<file path="src/rtl/i2s_feed_arbiter.sv">
// i2s_feed_arbiter: shares the I2S FIFO write port between two stereo frame sources.
// Build macro I2S_ARB_MIX_EN: mode 3 saturating-mixes both sources; otherwise mode 3 is round-robin.
module i2s_feed_arbiter #(
    parameter int CNT_W = 16
) (
    input  logic             clk_soc,
    input  logic             reset,
    input  logic             enable,
    input  logic [1:0]       mode,
    input  logic [47:0]      s0_frame,
    input  logic             s0_valid,
    output logic             s0_ready,
    input  logic [47:0]      s1_frame,
    input  logic             s1_valid,
    output logic             s1_ready,
    output logic [47:0]      frame_out,
    output logic             write_frame,
    input  logic             full,
    output logic             last_grant,
    output logic [CNT_W-1:0] frame_count
);

    typedef enum logic {EMPTY = 1'b0, FULL = 1'b1} state_t;

    state_t      state;
    state_t      state_nxt;
    logic        pend_valid;
    logic [47:0] pend_frame;
    logic        accept_ok;
    logic        mix_sel;
    logic        acc0;
    logic        acc1;
    logic        accept;
    logic [47:0] load_frame;

`ifdef I2S_ARB_MIX_EN
    function automatic logic signed [23:0] sat_add24(input logic signed [23:0] a,
                                                     input logic signed [23:0] b);
        logic signed [24:0] sum;
        sum = {a[23], a} + {b[23], b};
        // The two top bits disagree only when the sum left the 24-bit range.
        if (sum[24] != sum[23])
            return sum[24] ? 24'sh800000 : 24'sh7FFFFF;
        return sum[23:0];
    endfunction

    logic signed [23:0] mix_l;
    logic signed [23:0] mix_r;

    assign mix_sel = (mode == 2'd3);
    assign mix_l   = sat_add24(s0_frame[47:24], s1_frame[47:24]);
    assign mix_r   = sat_add24(s0_frame[23:0], s1_frame[23:0]);
`else
    assign mix_sel = 1'b0;
`endif

    // State register
    always_ff @(posedge clk_soc) begin
        if (reset)
            state <= EMPTY;
        else
            state <= state_nxt;
    end

    // Next-state logic
    always_comb begin
        state_nxt = state;
        case (state)
            EMPTY:   if (accept) state_nxt = FULL;
            FULL:    if (write_frame && !accept) state_nxt = EMPTY;
            default: state_nxt = EMPTY;
        endcase
    end

    // Outputs: write strobe and source readies
    always_comb begin
        pend_valid  = (state == FULL);
        write_frame = pend_valid & ~full & ~reset;
        accept_ok   = enable & (~pend_valid | ~full) & ~reset;
        s0_ready    = 1'b0;
        s1_ready    = 1'b0;
        if (accept_ok) begin
            case (mode)
                2'd0: s0_ready = 1'b1;
                2'd1: s1_ready = 1'b1;
                default: begin
                    if (mix_sel) begin
                        s0_ready = s0_valid & s1_valid;
                        s1_ready = s0_valid & s1_valid;
                    end else begin
                        // On a tie the source that did not win last time goes next.
                        s0_ready = s0_valid & (~s1_valid | last_grant);
                        s1_ready = s1_valid & (~s0_valid | ~last_grant);
                    end
                end
            endcase
        end
    end

    assign acc0   = s0_ready & s0_valid;
    assign acc1   = s1_ready & s1_valid;
    assign accept = acc0 | acc1;

    always_comb begin
        load_frame = acc1 ? s1_frame : s0_frame;
`ifdef I2S_ARB_MIX_EN
        if (mix_sel)
            load_frame = {mix_l, mix_r};
`endif
    end

    always_ff @(posedge clk_soc) begin
        if (reset) begin
            pend_frame  <= '0;
            last_grant  <= 1'b1;
            frame_count <= '0;
        end else begin
            if (accept)
                pend_frame <= load_frame;
            if (accept && !mix_sel)
                last_grant <= acc1;
            if (write_frame)
                frame_count <= frame_count + {{(CNT_W-1){1'b0}}, 1'b1};
        end
    end

    assign frame_out = pend_frame;

endmodule

</file>
<file path="config.mk">
export PLATFORM = sky130hd
export DESIGN_NAME = i2s_feed_arbiter
export DESIGN_NICKNAME = d
export VERILOG_FILES = /design/src/rtl/i2s_feed_arbiter.sv
export SDC_FILE = /design/constraint.sdc
export NUM_CORES = 1
export LEC_CHECK = 0
export CAP_MARGIN = 0
export CORE_ASPECT_RATIO = 1.5
export CORE_UTILIZATION = 56
export DETAILED_ROUTE_END_ITERATION = 10
export DONT_BUFFER_PORTS = 1
export PLACE_DENSITY = 0.74
export SYNTH_ARGS = -nofsm -noshare
export SYNTH_HDL_FRONTEND = slang
export SYNTH_SLANG_ARGS = --single-unit
</file>
<file path="constraint.sdc">
create_clock -name clk_soc -period 1.8 [get_ports clk_soc]
set_input_delay 0.45 -clock clk_soc [delete_from_list [all_inputs] [get_ports clk_soc]]
set_output_delay 0.45 -clock clk_soc [all_outputs]
set_load 0.005 [all_outputs]
</file>
==> reports/summary.log, run 1 <==
[clock_tree] H-Tree Level Count 3
[sta] unrepaired setup endpoints after global routing no
[clock_tree] number of buffers added by the clock tree synthesis step 9
[floorplanning] die area 5741 sq um
[route] routed length on met3 688 um
[worst_setup_path] Top delay family on crit path simple AND/OR/NAND/NOR gates
[worst_setup_path] type of the worst setup path reg2reg
[layout] Filler Cells Inserted 433
[global_routing] total track usage 27.40%
[placement] routability cong. 0.7974
[worst_setup_path] category of the worst setup path capture point register
[floorplanning] core area 5205 sq um
[logic_synthesis] cell area after synthesis 3044 sq um
[logic_synthesis] number of enable flip-flop cells after synthesis 0
[global_routing] number of antenna violations at the first check in global routing 0
[global_routing] largest net degree at the start of global routing 71
[route] uppermost signal routing layer after detailed routing met4
[placement] post-DP HPWL 5494 um
[sta] Final TNS setup 0 ns
[logic_synthesis] net count after synthesis 488
[floorplanning] number of top-level pins 172
[logic_synthesis] ranking of synthesized cells by area sky130_fd_sc_hd__dfxtp_1 (43%), sky130_fd_sc_hd__a311oi_1 (14%), sky130_fd_sc_hd__nand2_1 (13%)
[power] leakage power total 1.195 nW
[sta] slew at the pin closest to its max-slew limit 0.3274 ns
[layout] relative area change from synthesis to final layout 11.02%
[logic_synthesis] Synthesis Warnings 0
[clock_tree] Skew-Pair Late Insertion Delay 0.34 ns
[sta] final-report setup violation count 0
[power] power density over the cells 915.8 nW/um^2
[power] peak ir drop on the vdd network 0.5972 mV
[logic_synthesis] #FFs+latches synth 66
[logic_synthesis] area share of the leading cell type in the synthesized netlist 43.40%
[clock_tree] post-CTS setup buffer count 0
[sta] largest clock skew in the final design 0.007123 ns
[min_path] Tightest Hold Check Type in2reg
[run_status] run status complete, no violations
[sta] Worst Setup Slack, final 0.1334 ns
[layout] area of the multi-input gates 1572 sq um
[placement] count of port buffers added during placement 0
[sta] Max-slew headroom 78.17%
[worst_setup_path] Slowest cell on crit path sky130_fd_sc_hd__or4_1
[layout] final core occ 64.93%
[placement] post-placement worst setup slack 0.03133 ns
[global_routing] overflow left after global routing 0
[global_routing] vias in the first global route 2635
[floorplanning] number of placement rows 32
[route] number of detailed-route iterations in the first pass 4
[route] Met2 Wirelength 4166 um
[sta] Slew Limit Fails 0
[clock_tree] clock root buffer sky130_fd_sc_hd__clkbuf_8
[route] post-detailed-route DRC marker count 0
[clock_tree] register clock-pin slew on the reported worst setup and hold paths 0.07 ns
[logic_synthesis] average size of a mapped cell 7.948 sq um
[floorplanning] initial core utilization 58.49%
[flow_run] number of maximum-capacitance violations 0
[worst_setup_path] total buffers and inverters traversed by the critical path 0
[worst_setup_path] sort of element at the start of the critical path register
[logic_synthesis] number of standard cells after synthesis 383
[layout] fraction of final layout cells sized beyond drive strength 1 11.49%
[sta] Final Hold Fails 0
[logic_synthesis] most numerous cell in the Yosys netlist sky130_fd_sc_hd__nand2_1
[sta] final worst path period share 92.59%
[floorplanning] floorplan die height 92.30 um
[clock_tree] number of resized instances in the post-cts repair step 0
[sta] final period demand of the worst path 1.667 ns
[layout] Final nets 483
[floorplanning] Die Span X 62.20 um
[worst_setup_path] maximum single-stage delay on the critical path 0.52 ns
[route] via density per instance 6.279
[route] met1 WL 3019 um
[route] total number of vias 2832
[clock_tree] sinks on the clock net 66
[route] average wire per cell in the routed design 17.87 um
[logic_synthesis] top post-synthesis cells by count sky130_fd_sc_hd__nand2_1 (104), sky130_fd_sc_hd__dfxtp_1 (66), sky130_fd_sc_hd__a21oi_1 (55)
[layout] area of all sequential standard cells 1323 sq um
[logic_synthesis] Netlist cell types 37
[clock_tree] CTS tree built
[worst_setup_path] required time reported for the critical path endpoint 2.08 ns
[logic_synthesis] proportion of synthesized chip area in sequential cells 43.40%
[logic_synthesis] fraction of registers with async set or reset after synthesis 0%
[route] Iter 0 DRT Violations 237
[worst_setup_path] maximum fanout along the worst path 10
[worst_setup_path] CP cell instances nand4_2, or3_4, or4_1, a21oi_1
[global_routing] wire length of the first global-routing pass 12520 um
[layout] diode insertion count for antenna repair 0
[route] ANT nets after route 0
[route] Final Routed Wirelength 8059 um
[worst_setup_path] Crit path arrival time 1.94 ns
[sta] achievable clock frequency 600.0 MHz
[sta] hold_ws 0.1731 ns
[logic_synthesis] Primary FF master, synth sky130_fd_sc_hd__dfxtp_1
[logic_synthesis] cell accounting for the most synthesized area sky130_fd_sc_hd__dfxtp_1
[clock_tree] Max Buffers Root-to-Sink 2
[clock_tree] CTS Hold Bufs 0
[logic make-up (layout without fill, tap and decap cells)]
logic type | after synthesis | after routing | synth area share (%)
buffers and inverters | 38 | 38 | 5.220
AND/OR/NAND/NOR | 152 | 152 | 22.24
flip-flops | 66 | 66 | 43.40
AO/OA/AOI/OAI | 117 | 117 | 26.14
adder cells (fa/ha/maj) | 1 | 1 | 0.4109
XOR/XNOR | 9 | 9 | 2.589
[sequential cells by signal (all words and copies together) (netlist names)]
signal / cells
frame_out: 48
last_grant: 1
frame_count: 16
pend_valid: 1
[power by group]
group          internal [W]  switching (W)
registers           0.00153      0.0000606
logic              0.000118       0.000158
clock network      0.000636       0.000590
total               0.00229       0.000808
[area by class of cell]
type / count / area share [%]
multi-input combinational: 279 / 46.50
sequential: 66 / 39.13
timing repair buffer: 20 / 5.924
clock buffer: 9 / 3.665
tap: 68 / 2.518
clock inverter: 7 / 2.036
inverter: 2 / 0.2221
[cell usage in the layout, fill, tap and decap left out, drive strengths merged, types with 2 or more instances in the layout]
cell type / n
or3: 4
nand3: 4
or4: 4
nor3: 2
and2: 2
dfxtp: 66
nand2b: 3
a21oi: 55
nand4: 6
xor2: 5
o21ai: 3
a21o: 2
clkinvlp: 2
a311oi: 48
buf: 20
clkinv: 3
inv: 3
clkbuf: 9
o31ai: 4
nand2: 104
nor2: 14
and4: 2
xnor2: 4
[stage by stage]
stage | cell area [sq um] | instances | total power, W
final | 3379 | 451 | 0.003095
after global routing | 3379 | 451 | 0.003215
after CTS | 3373 | 451 | 0.003121
after detailed placement | 3181 | 435 | 0.001905
after global placement | 3181 | 435 | 0.001896
after floorplan | 3055 | 383 | 0.001848
[layer usage]
metal / up-vias / track usage (%)
li1: 1377 / -
met3: 18 / 8.128
met4: 0 / 12.60
met2: 146 / 46.34
met5: - / 0
met1: 1291 / 31.64
[worst paths after layout]
check        slack, ns  depth (start not counted)            start              end
min reg2reg       0.52                          2  frame_count[15]  frame_count[15]
max               0.13                          4   frame_count[6]  frame_count[13]
max reg2reg       0.13                          4   frame_count[6]  frame_count[13]
min               0.17                          1            reset   frame_count[0]
[worst reg2reg max path: cells and delay by family (launching register included)]
family	cells	cell delay [ns]
compound gates	1	0.14
flops	1	0.35
simple gates	3	1.11
(Power assumes the default switching activity.)
==> run 2: changes to the inputs <==
--- a/config.mk
+++ b/config.mk
@@ -10,7 +10,8 @@
 export CORE_UTILIZATION = 56
 export DETAILED_ROUTE_END_ITERATION = 10
 export DONT_BUFFER_PORTS = 1
-export PLACE_DENSITY = 0.74
+export PLACE_DENSITY = 0.82
+export SETUP_SLACK_MARGIN = 0.1
 export SYNTH_ARGS = -nofsm -noshare
 export SYNTH_HDL_FRONTEND = slang
 export SYNTH_SLANG_ARGS = --single-unit
==> reports/summary.log, run 2 (synthesized netlist as in run 1, its figures left out) <==
[run_status] run status complete, no violations
[sta] final period demand of the worst path 1.613 ns
[min_path] Tightest Hold Check Type in2reg
[floorplanning] die area 5741 sq um
[worst_setup_path] CP cell instances nand2b_1, a31oi_1, nor2_1
[sta] final-report setup violation count 0
[sta] achievable clock frequency 620.0 MHz
[clock_tree] Max Buffers Root-to-Sink 2
[sta] Final TNS setup 0 ns
[power] peak ir drop on the vdd network 0.4991 mV
[floorplanning] number of placement rows 32
[layout] top library cells by usage in the layout, fill and taps aside sky130_fd_sc_hd__nand2_1 (104), sky130_fd_sc_hd__dfxtp_1 (63), sky130_fd_sc_hd__a21oi_1 (55)
[placement] post-DP HPWL 5612 um
[sta] Worst Setup Slack, final 0.1872 ns
[worst_setup_path] sort of element at the start of the critical path register
[floorplanning] core area 5205 sq um
[global_routing] wire length of the first global-routing pass 12750 um
[placement] total cell area at the placement stage 3177 sq um
[min_path] startpoint of the lowest-slack hold path reset
[route] post-detailed-route DRC marker count 0
[worst_setup_path] worst reg2reg endpoint frame_count[15]
[layout] max reg flops 48
[sta] final worst path period share 89.60%
[worst_setup_path] Slowest cell on crit path sky130_fd_sc_hd__dfxtp_1
[placement] routability cong. 0.7816
[min_path] Worst Hold Depth 1
[layout] Finished Cell Area 3372 sq um
[layout] number of cells in the finished layout apart from fillers 452
[global_routing] number of antenna violations at the first check in global routing 0
[sta] largest clock skew in the final design 0.006879 ns
[route] average wire per cell in the routed design 18.04 um
[worst_setup_path] internal reg-to-reg setup slack 0.19 ns
[flow_run] number of maximum-capacitance violations 0
[route] Iter 0 DRT Violations 211
[placement] count of port buffers added during placement 0
[placement] Placed Cells incl. Taps 436
[clock_tree] clock root buffer sky130_fd_sc_hd__clkbuf_8
[layout] diode insertion count for antenna repair 0
[route] ANT nets after route 0
[clock_tree] number of buffers added by the clock tree synthesis step 9
[power] power density over the cells 872.3 nW/um^2
[worst_setup_path] logic depth of the worst path, buffers included 3
[sta] Max-slew headroom 79.17%
[global_routing] total track usage 28.02%
[sta] slew at the pin closest to its max-slew limit 0.3097 ns
[floorplanning] number of top-level pins 172
[route] via density per instance 6.480
[global_routing] largest net degree at the start of global routing 71
[worst_setup_path] required time reported for the critical path endpoint 1.35 ns
[worst_setup_path] total buffers and inverters traversed by the critical path 0
[layout] Filler Cells Inserted 449
[clock_tree] post-CTS setup buffer count 0
[worst_setup_path] Worst Reg-to-Reg Cells 4
[global_routing] vias in the first global route 2775
[power] leakage power total 1.203 nW
[floorplanning] Die Span X 62.20 um
[worst_setup_path] Top delay family on crit path flip-flops
[sta] Final Hold Fails 0
[clock_tree] H-Tree Level Count 3
[clock_tree] sinks on the clock net 66
[worst_setup_path] maximum fanout along the worst path 6
[worst_setup_path] maximum single-stage delay on the critical path 0.47 ns
[clock_tree] Skew-Pair Late Insertion Delay 0.33 ns
[worst_setup_path] Crit path arrival time 1.16 ns
[worst_setup_path] category of the worst setup path capture point primary output
[worst_setup_path] Crit Reg-Reg Startpoint frame_count[6]
[global_routing] overflow left after global routing 0
[layout] fraction of final layout cells sized beyond drive strength 1 11.98%
[placement] post-placement worst setup slack 0.05345 ns
[route] number of detailed-route iterations in the first pass 5
[floorplanning] floorplan die height 92.30 um
[layout] Final nets 485
[clock_tree] register clock-pin slew on the reported worst setup and hold paths 0.07 ns
[route] total number of vias 2929
[clock_tree] CTS tree built
[worst_setup_path] type of the worst setup path reg2out
[sta] Slew Limit Fails 0
[route] Final Routed Wirelength 8152 um
[sta] unrepaired setup endpoints after global routing no
[floorplanning] initial core utilization 58.49%
[layout] relative area change from synthesis to final layout 10.77%
[layout] most common cell after layout, fill and taps aside sky130_fd_sc_hd__nand2_1
[min_path] Min-Delay Endpoint frame_count[0]
[sta] hold_ws 0.1799 ns
==> run 2: worst max path at each step <==
stage,startpoint,end,slack (ns)
floorplan,reset,frame_count[13],0.07
global placement,frame_count[6],frame_count[13],0.1
detailed placement,frame_count[6],frame_count[15],0.05
CTS,frame_count[6],frame_count[15],0.12
global route,frame_count[0],frame_count[12],0.10
finish,last_grant,s0_ready,0.19
==> run 2: per-stage QoR <==
| stage | power, W | util (%) |
|---|---|---|
| floorplan | 0.001849 | - |
| global placement | 0.001891 | 61.03 |
| detailed placement | 0.001903 | 61.03 |
| CTS | 0.002971 | 64.40 |
| global route | 0.003076 | 64.78 |
| finish | 0.002941 | 64.78 |
==> run 2: worst reg2reg max path, delay by kind of cell (launching register included) <==
kind | cells | cell delay (ns)
simple gates | 3 | 1.03
flops | 1 | 0.39
compound gates | 1 | 0.13
==> run 2: layout make-up <==
cell class,instances,area [sq um],share of cell area [%]
multi-input cells,280,1589,47.12
flip-flops and latches,66,1325,39.30
repair buffers,21,195.2,5.788
clock buffers,12,155.1,4.601
well taps,68,85.08,2.523
clock inverters,3,15.01,0.4453
inverters,2,7.507,0.2226
==> run 2: per-layer routing <==
metal	vias to the layer above	track usage, %	part of all wire (%)
li1	1381	-	-
met1	1392	29.81	37
met2	140	50.37	54
met3	16	8.374	7.6
met4	0	12.79	1.9
met5	-	0	0
==> run 2: where the power goes <==
| group | internal, W | switching, W |
|---|---|---|
| logic | 0.000116 | 0.000161 |
| clock network | 0.000560 | 0.000509 |
| registers | 0.00153 | 0.0000608 |
==> run 2: what timing repair did <==
item                                    4_1_cts  5_1_grt
gates resized for setup                       1        4
hold endpoints to repair                      0        0
endpoints found under the setup margin        3        4
pin swaps                                     0        1
gates cloned                                  0        1
hold buffers                                  0        0
